## config.mk

```make
export PLATFORM = sky130hd
export DESIGN_NAME = if_id_fetch_flat
export DESIGN_NICKNAME = d
export VERILOG_FILES = /design/src/rtl/if_id_fetch_if.sv /design/src/rtl/if_id_fetch.sv /design/src/flat_wrapper.sv
export SDC_FILE = /design/constraint.sdc
export NUM_CORES = 1
export LEC_CHECK = 0
export CORE_MARGIN = 4
export CORE_UTILIZATION = 54
export DETAILED_ROUTE_END_ITERATION = 7
export HOLD_SLACK_MARGIN = 0.15
export PLACE_DENSITY_LB_ADDON = 0.08
export SYNTH_ARGS = -nofsm -noshare
export SYNTH_HDL_FRONTEND = slang
export SYNTH_SLANG_ARGS = --single-unit
```

## constraint.sdc

```tcl
create_clock -name clk -period 2.85 [get_ports clk]
set_input_delay 0.57 -clock clk [delete_from_list [all_inputs] [get_ports clk]]
set_output_delay 0.57 -clock clk [all_outputs]
set_load 0.01 [all_outputs]
```

## src/rtl/if_id_fetch_if.sv

```systemverilog
`default_nettype none
// ============================================================================
// Module   : if_id_fetch_if
// Brief    : Instruction-memory req/ack bus between fetch and imem
// Revision : 1.0
// ============================================================================
interface if_id_fetch_if;
    logic        imem_req;
    logic [31:0] imem_addr;
    logic        imem_ack;
    logic [31:0] imem_rdata;

    modport master (
        output imem_req,
        output imem_addr,
        input  imem_ack,
        input  imem_rdata
    );

    modport slave (
        input  imem_req,
        input  imem_addr,
        output imem_ack,
        output imem_rdata
    );
endinterface
`default_nettype wire

```

## src/rtl/if_id_fetch.sv

```systemverilog
`default_nettype none
// ============================================================================
// Module   : if_id_fetch
// Brief    : Fetch front end + IF/ID register with hold buffer and wrong-path drop
// Revision : 1.0
// ============================================================================
module if_id_fetch #(
    parameter logic [31:0] NOP_INSTR = 32'h0000_0000
) (
    input  wire logic        clk,
    input  wire logic        reset,
    input  wire logic [31:0] PCF_i,
    input  wire logic [31:0] PCPlus4F_i,
    input  wire logic        StallD_i,
    input  wire logic        FlushD_i,
    output logic             FetchStallF_o,
    output logic [31:0]      InstrD_o,
    output logic [31:0]      PCPlus4D_o,
    output logic             ValidD_o,
    if_id_fetch_if.master    imem
);

    typedef enum logic [1:0] {
        FETCH = 2'd0,
        DROP  = 2'd1,
        HOLD  = 2'd2
    } state_t;

    state_t      state_q,     state_d;
    logic [31:0] drop_addr_q, drop_addr_d;
    logic [31:0] buf_instr_q, buf_instr_d;
    logic [31:0] buf_pc4_q,   buf_pc4_d;
    logic [31:0] instr_q,     instr_d;
    logic [31:0] pc4_q,       pc4_d;
    logic        valid_q,     valid_d;
    logic        req;
    logic [31:0] addr;
    logic        fetch_stall;
    logic        ack;

    assign ack = imem.imem_ack;

    always_comb begin
        state_d     = state_q;
        drop_addr_d = drop_addr_q;
        buf_instr_d = buf_instr_q;
        buf_pc4_d   = buf_pc4_q;
        instr_d     = instr_q;
        pc4_d       = pc4_q;
        valid_d     = valid_q;
        req         = 1'b0;
        addr        = PCF_i;
        fetch_stall = 1'b0;

        // Flush always bubbles IF/ID; PC+4 is left as-is
        if (FlushD_i) begin
            instr_d = NOP_INSTR;
            valid_d = 1'b0;
        end

        case (state_q)
            FETCH: begin
                req = 1'b1;
                if (FlushD_i) begin
                    if (!ack) begin
                        drop_addr_d = PCF_i;
                        state_d     = DROP;
                    end
                end else if (ack) begin
                    if (!StallD_i) begin
                        instr_d = imem.imem_rdata;
                        pc4_d   = PCPlus4F_i;
                        valid_d = 1'b1;
                    end else begin
                        buf_instr_d = imem.imem_rdata;
                        buf_pc4_d   = PCPlus4F_i;
                        state_d     = HOLD;
                        fetch_stall = 1'b1;
                    end
                end else begin
                    fetch_stall = 1'b1;
                    if (!StallD_i) begin
                        instr_d = NOP_INSTR;
                        valid_d = 1'b0;
                    end
                end
            end
            DROP: begin
                // Stale request must run to completion; memory cannot retarget it
                req         = 1'b1;
                addr        = drop_addr_q;
                fetch_stall = !FlushD_i;
                if (ack) begin
                    state_d = FETCH;
                end
                if (!StallD_i) begin
                    instr_d = NOP_INSTR;
                    valid_d = 1'b0;
                end
            end
            HOLD: begin
                if (FlushD_i) begin
                    state_d = FETCH;
                end else if (!StallD_i) begin
                    instr_d = buf_instr_q;
                    pc4_d   = buf_pc4_q;
                    valid_d = 1'b1;
                    state_d = FETCH;
                end else begin
                    fetch_stall = 1'b1;
                end
            end
            default: begin
                state_d = FETCH;
            end
        endcase

        if (reset) begin
            req = 1'b0;
        end
    end

    always_ff @(posedge clk) begin
        if (reset) begin
            state_q     <= FETCH;
            drop_addr_q <= 32'h0;
            buf_instr_q <= 32'h0;
            buf_pc4_q   <= 32'h0;
            instr_q     <= NOP_INSTR;
            pc4_q       <= 32'h0;
            valid_q     <= 1'b0;
        end else begin
            state_q     <= state_d;
            drop_addr_q <= drop_addr_d;
            buf_instr_q <= buf_instr_d;
            buf_pc4_q   <= buf_pc4_d;
            instr_q     <= instr_d;
            pc4_q       <= pc4_d;
            valid_q     <= valid_d;
        end
    end

    assign imem.imem_req  = req;
    assign imem.imem_addr = addr;
    assign FetchStallF_o  = fetch_stall;
    assign InstrD_o       = instr_q;
    assign PCPlus4D_o     = pc4_q;
    assign ValidD_o       = valid_q;

endmodule
`default_nettype wire

```

## src/flat_wrapper.sv

```systemverilog
// flat-port wrapper written by rule: the top's interface ports become plain ports
module if_id_fetch_flat 
#(
    parameter logic [31:0] NOP_INSTR = 32'h0000_0000
)
  (clk, reset, PCF_i, PCPlus4F_i, StallD_i, FlushD_i, FetchStallF_o, InstrD_o, PCPlus4D_o, ValidD_o, imem_imem_req, imem_imem_addr, imem_imem_ack, imem_imem_rdata);
  if_id_fetch_if imem_i ();
  input  wire logic clk;
  input  wire logic reset;
  input  wire logic [31:0] PCF_i;
  input  wire logic [31:0] PCPlus4F_i;
  input  wire logic StallD_i;
  input  wire logic FlushD_i;
  output logic FetchStallF_o;
  output logic [31:0] InstrD_o;
  output logic [31:0] PCPlus4D_o;
  output logic ValidD_o;
  output wire logic [$bits(imem_i.imem_req)-1:0] imem_imem_req;
  output wire logic [$bits(imem_i.imem_addr)-1:0] imem_imem_addr;
  input wire logic [$bits(imem_i.imem_ack)-1:0] imem_imem_ack;
  input wire logic [$bits(imem_i.imem_rdata)-1:0] imem_imem_rdata;
  assign imem_imem_req = imem_i.imem_req;
  assign imem_imem_addr = imem_i.imem_addr;
  assign imem_i.imem_ack = imem_imem_ack;
  assign imem_i.imem_rdata = imem_imem_rdata;
  if_id_fetch #(.NOP_INSTR(NOP_INSTR)) u_core (.clk(clk), .reset(reset), .PCF_i(PCF_i), .PCPlus4F_i(PCPlus4F_i), .StallD_i(StallD_i), .FlushD_i(FlushD_i), .FetchStallF_o(FetchStallF_o), .InstrD_o(InstrD_o), .PCPlus4D_o(PCPlus4D_o), .ValidD_o(ValidD_o), .imem(imem_i));
endmodule
```

# ---- Word level (Yosys, flattened, before mapping)
# Cells that the tools add are included.
dict set report word_totals {
  register_bits 163
  in_bits 101
}
dict set report classes {
  n_eq_ne 12
  mux 37
  reduce_logical 8
  n_bitwise 2
}
# cell count
set op_table {}
lappend op_table {{$mux W32} 13}
lappend op_table {{$pmux W32 S3} 1}
lappend op_table {{$pmux W32 S2} 1}
lappend op_table {{$mux W2} 7}
lappend op_table {{$mux W1} 12}
lappend op_table {{$ne A2 B2 Y1 const B} 6}
lappend op_table {{$ne A3 B3 Y1 const B} 4}
lappend op_table {{$pmux W1 S3} 2}
lappend op_table {{$pmux W2 S3} 1}
lappend op_table {{$reduce_and A6 Y1} 1}
lappend op_table {{$reduce_and A5 Y1} 1}
lappend op_table {{$reduce_and A4 Y1} 1}
lappend op_table {{$reduce_and A3 Y1} 1}
lappend op_table {{$eq A2 B1 Y1 const B} 1}
lappend op_table {{$eq A2 B2 Y1 const B} 1}
lappend op_table {{$logic_not A2 Y1} 1}
lappend op_table {{$not A1 Y1} 2}
lappend op_table {{$reduce_bool A2 Y1} 1}
lappend op_table {{$reduce_or A2 Y1} 1}
lappend op_table {{$logic_not A1 Y1} 1}

# ---- Longest topological paths before layout
dict set report depth {
  ltp_word 5
  ltp_mapped 6
  depth_no_buf 3
}

# ---- Worst setup path after synthesis
# Ideal clock, no wire load.
dict set report synth_timing {
  path_type {input-to-output}
  start {input reset}
  end {output imem_imem_req}
  slack_ns 0.893
  arrival_ns 1.387
  t_required_ns 2.280
  cell_stages 4
  cell_sequence {buf_2 clkbuf_1 clkbuf_1 nor2_1}
}
dict set report synth_via {
  elab_chain_cells 1
}
# item line_no
set synth_rtl {}
lappend synth_rtl {{start: declaration} flat_wrapper.sv:9} ;# input wire logic reset;
lappend synth_rtl {{$mux W1} if_id_fetch.sv:118} ;# if (reset) begin
lappend synth_rtl {{end: declaration} flat_wrapper.sv:18} ;# output wire logic [$bits(imem_i.imem_req)-1:0] imem_imem_req;
# No other way between the ends.

# ---- Worst setup path in the final report
dict set report layout_timing {
  start {register u_core.state_q[1]}
  end {output imem_imem_addr[30]}
}
dict set report layout_via {
  elab_chain_cells 2
}
# item line_no
set layout_rtl {}
lappend layout_rtl {{start: declaration} if_id_fetch.sv:29} ;# state_t state_q, state_d;
lappend layout_rtl {{start signal: assignment} if_id_fetch.sv:133} ;# state_q <= state_d;
lappend layout_rtl {{$eq A2 B1 Y1} if_id_fetch.sv:61} ;# case (state_q)
lappend layout_rtl {{$mux W32} if_id_fetch.sv:61}
lappend layout_rtl {{end: declaration} flat_wrapper.sv:19} ;# output wire logic [$bits(imem_i.imem_addr)-1:0] imem_imem_addr;
# No other way between the ends.

==> impl_metrics.csv <==
group,metric,value,unit
outcome,outcome,"completed",
final_layout,layout-drive-gt1-share,0.126,
timing,hold_violations,0,
critical_path,r2r_cells,4,
critical_path,crit_fanout,33,
final_layout,area_delta_synth_final,30.8,%
pwr,powerDensity,525,mW/mm²
critical_path,critPathTopFamily,"buffers and inverters",
placed_design,gp_congestion,0.760,
grt,grt_max_degree,162,
critical_path,crit_arrival,2.03,ns
min_path,hp-start,"u_core.drop_addr_q[16]$_SDFFE_PP0P_",
drt,vias,7686,
grt,grtUsageTotal,0.258,
pwr,p_int,4.23,mW
placed_design,hpwl,14.0,mm
grt,antenna_found_initial,0,
drt,met1_length,10.3,mm
drt,route.met2.wl,10.9,mm
timing,fin_crit_sh,0.911,
yosys,ys_warn_count,0,
pwr,swShare,0.259,
final_layout,nets,1175,
pwr,switchingPower,1.48,mW
clock_tree,cts_sinks,163,
clock_tree,ctsLongestPathBuffers,2,
grt,overflow,0,
clock_tree,holdBufCountCts,0,
placed_design,io_buffers,199,
timing,relSlewSlack,0.357,
yosys,synth_edf_count,0,
placed_design,placed_cell_area,0.0103,mm²
clock_tree,cts_tree,"yes",
yosys,ys_seq_area_frac,0.392,
floorplanning,io_pins,200,
critical_path,cp-startpoint,"u_core.state_q[1]$_SDFFE_PP0P_",
floorplanning,core,0.0151,mm²
min_path,hold_class,"register to register",
final_layout,register_area,0.00326,mm²
pwr,p_leak,3.71,nW
yosys,synth.top_cells.by_count,"163 x dfxtp_1, 129 x a21oi_1, 129 x nand2_1",
drt,avgRoutedWirePerCell,18.1,µm
clock_tree,cts-root-buf,"clkbuf_16",
timing,drv_slew,0,
critical_path,critPathMaxStageDelay,0.53,ns
floorplanning,fp.dieW,132,µm
final_layout,fill_cells,1194,
floorplanning,die-area,0.0175,mm²
critical_path,path_depth,4,
critical_path,path_class,"register to primary output",
floorplanning,die_h,132,µm
critical_path,startpoint_type,"register",
pwr,seqPwrFrac,0.425,
timing,fin_worst_skew,0.0107,ns
yosys,synth_nets,1038,
final_layout,multiInputGateArea,0.00444,mm²
clock_tree,ctsResizeCount,0,
critical_path,endpoint_kind,"primary output",
critical_path,path_buf_inv,2,
pwr,p_clk_frac,0.408,
drt,ant_nets,0,
timing,finalSetupViolations,0,
yosys,async_reset_ff_frac,0,
yosys,syn_area_per_cell,8.88,µm²
drt,first_iter_violations,547,
critical_path,crit_required,2.28,ns
clock_tree,insertion_delay,0.42,ns
timing,tns,0,ns
drt,wl,23.1,mm
yosys,netlist_area,0.00832,mm²
grt,grt_pass1_wl,37.8,mm
floorplanning,std_cell_rows,45,
yosys,ys.flop_type,"dfxtp_1",
clock_tree,clk_pin_slew,0.06,ns
critical_path,worstReg2RegStart,"u_core.state_q[0]$_SDFFE_PP0P_",
grt,grt_pass1_vias,7477,
yosys,synth_cell_types,38,
clock_tree,cts-buffers-inserted,17,
critical_path,crit_chain,"nand2b_1 > buf_12 > mux2_1 > clkdlybuf4s50_1",
pwr,p_comb_frac,0.167,
drt,top_layer_used,"met4",
run,max-cap-violations,0,
final_layout,diodes,0,
yosys,yosysTopAreaCell,"dfxtp_1",
min_path,hold_path_depth,2,
yosys,synth_cells,937,
timing,period_minus_slack,2.60,ns
floorplanning,initial_core_util,0.549,
timing,rsz0062_at_grt,"false",
drt,vias_per_cell,6.03,
final_layout,final_area,0.0109,mm²
critical_path,slowest_stage,"clkdlybuf4s50_1",
yosys,yosysMostFrequentCell,"dfxtp_1",
yosys,yosysTopAreaCellShare,0.392,
final_layout,utilization,0.718,
yosys,synth_area_leaders,"dfxtp_1 39%, mux2_1 8.5%, a21oi_1 7.8%",
drt,remaining_drc_errors,0,
clock_tree,post-cts-setup-buffer-count,0,
pwr,vdd_drop_max,0.464,mV
yosys,ys_ff_latch,163,
drt,drtPass1Iterations,5,
clock_tree,cts_max_level,4,
timing,tightest_slew,0.965,ns
drt,route.met3.wl,1.53,mm
timing,fmax,385,MHz
[power by group through the flow]
stage | Clock (mW) | Combinational [mW] | Sequential, mW
3_3_place_gp | 0 | 0.944 | 2.47
3_5_place_dp | 0 | 0.952 | 2.47
5_1_grt | 2.45 | 1.03 | 2.44
2_1_floorplan | 0 | 0.519 | 2.48
4_1_cts | 2.36 | 0.959 | 2.42
6_report | 2.33 | 0.955 | 2.43
[logic make-up after synthesis]
family / share of synthesized area
buf+inv: 0.0764
compound gates: 0.264
flops: 0.392
simple gates: 0.145
mux: 0.122
[tightest hold or removal path: cells and delay by family (launching register included)]
kind	cells	cell delay [ns]
AND/OR/NAND/NOR	1	0.05
AO/OA/AOI/OAI	1	0.05
flip-flops	1	0.31
[final timing paths]
check	to	slack, ns
setup / recovery	imem_imem_addr[30]	0.25
hold / removal	u_core.drop_addr_q[16]$_SDFFE_PP0P_	0.45
setup reg to reg	u_core.PCPlus4D_o[23]$_SDFFE_PP0P_	0.79
hold reg to reg	u_core.drop_addr_q[16]$_SDFFE_PP0P_	0.45
[final cells by class]
type,instances,share of cell area
clock inverter,10,0.0113
sequential,163,0.300
clock buffer,22,0.0445
inverter,1,0.000345
timing repair buffer,230,0.214
multi-input combinational,661,0.409
tap,188,0.0216
[routing by layer]
layer | vias to the layer above | global-route usage
met5 | - | 0
met4 | 0 | 0.0788
met3 | 29 | 0.0672
met2 | 265 | 0.416
met1 | 3659 | 0.340
li1 | 3733 | -
[registers in the layout (all words and copies together) (netlist names)]
name and count:
u_core.state_q 2, u_core.InstrD_o 32, u_core.ValidD_o 1, u_core.buf_instr_q 32
u_core.drop_addr_q 32, u_core.buf_pc4_q 32, u_core.PCPlus4D_o 32
[through the flow]
step | total power, mW | cells | hold WS, ns | setup slack (ns)
after CTS | 5.74 | 1275 | 0.456 | 0.246
after global placement | 3.42 | 1243 | 0.440 | 0.334
after global routing | 5.91 | 1275 | 0.475 | 0.198
after detailed placement | 3.43 | 1243 | 0.447 | 0.310
final | 5.71 | 1275 | 0.452 | 0.255
after floorplan | 3.00 | 937 | 0.432 | 0.893
[cells in the final DEF (no fill, tap or decap), types with 29 or more instances in the layout]
cell             netlist  routed
clkdlybuf4s50_1        0     197
dfxtp_1              163     162
nand2_1              129     129
a21oi_1              129     129
nand3_1               72      72
o21ai_1               64      64
mux2_1                63      63
nand2b_1              32      31
a311oi_2              30      30
a31oi_1               29      29
a32oi_1               29      29
(Power assumes the default switching activity.)
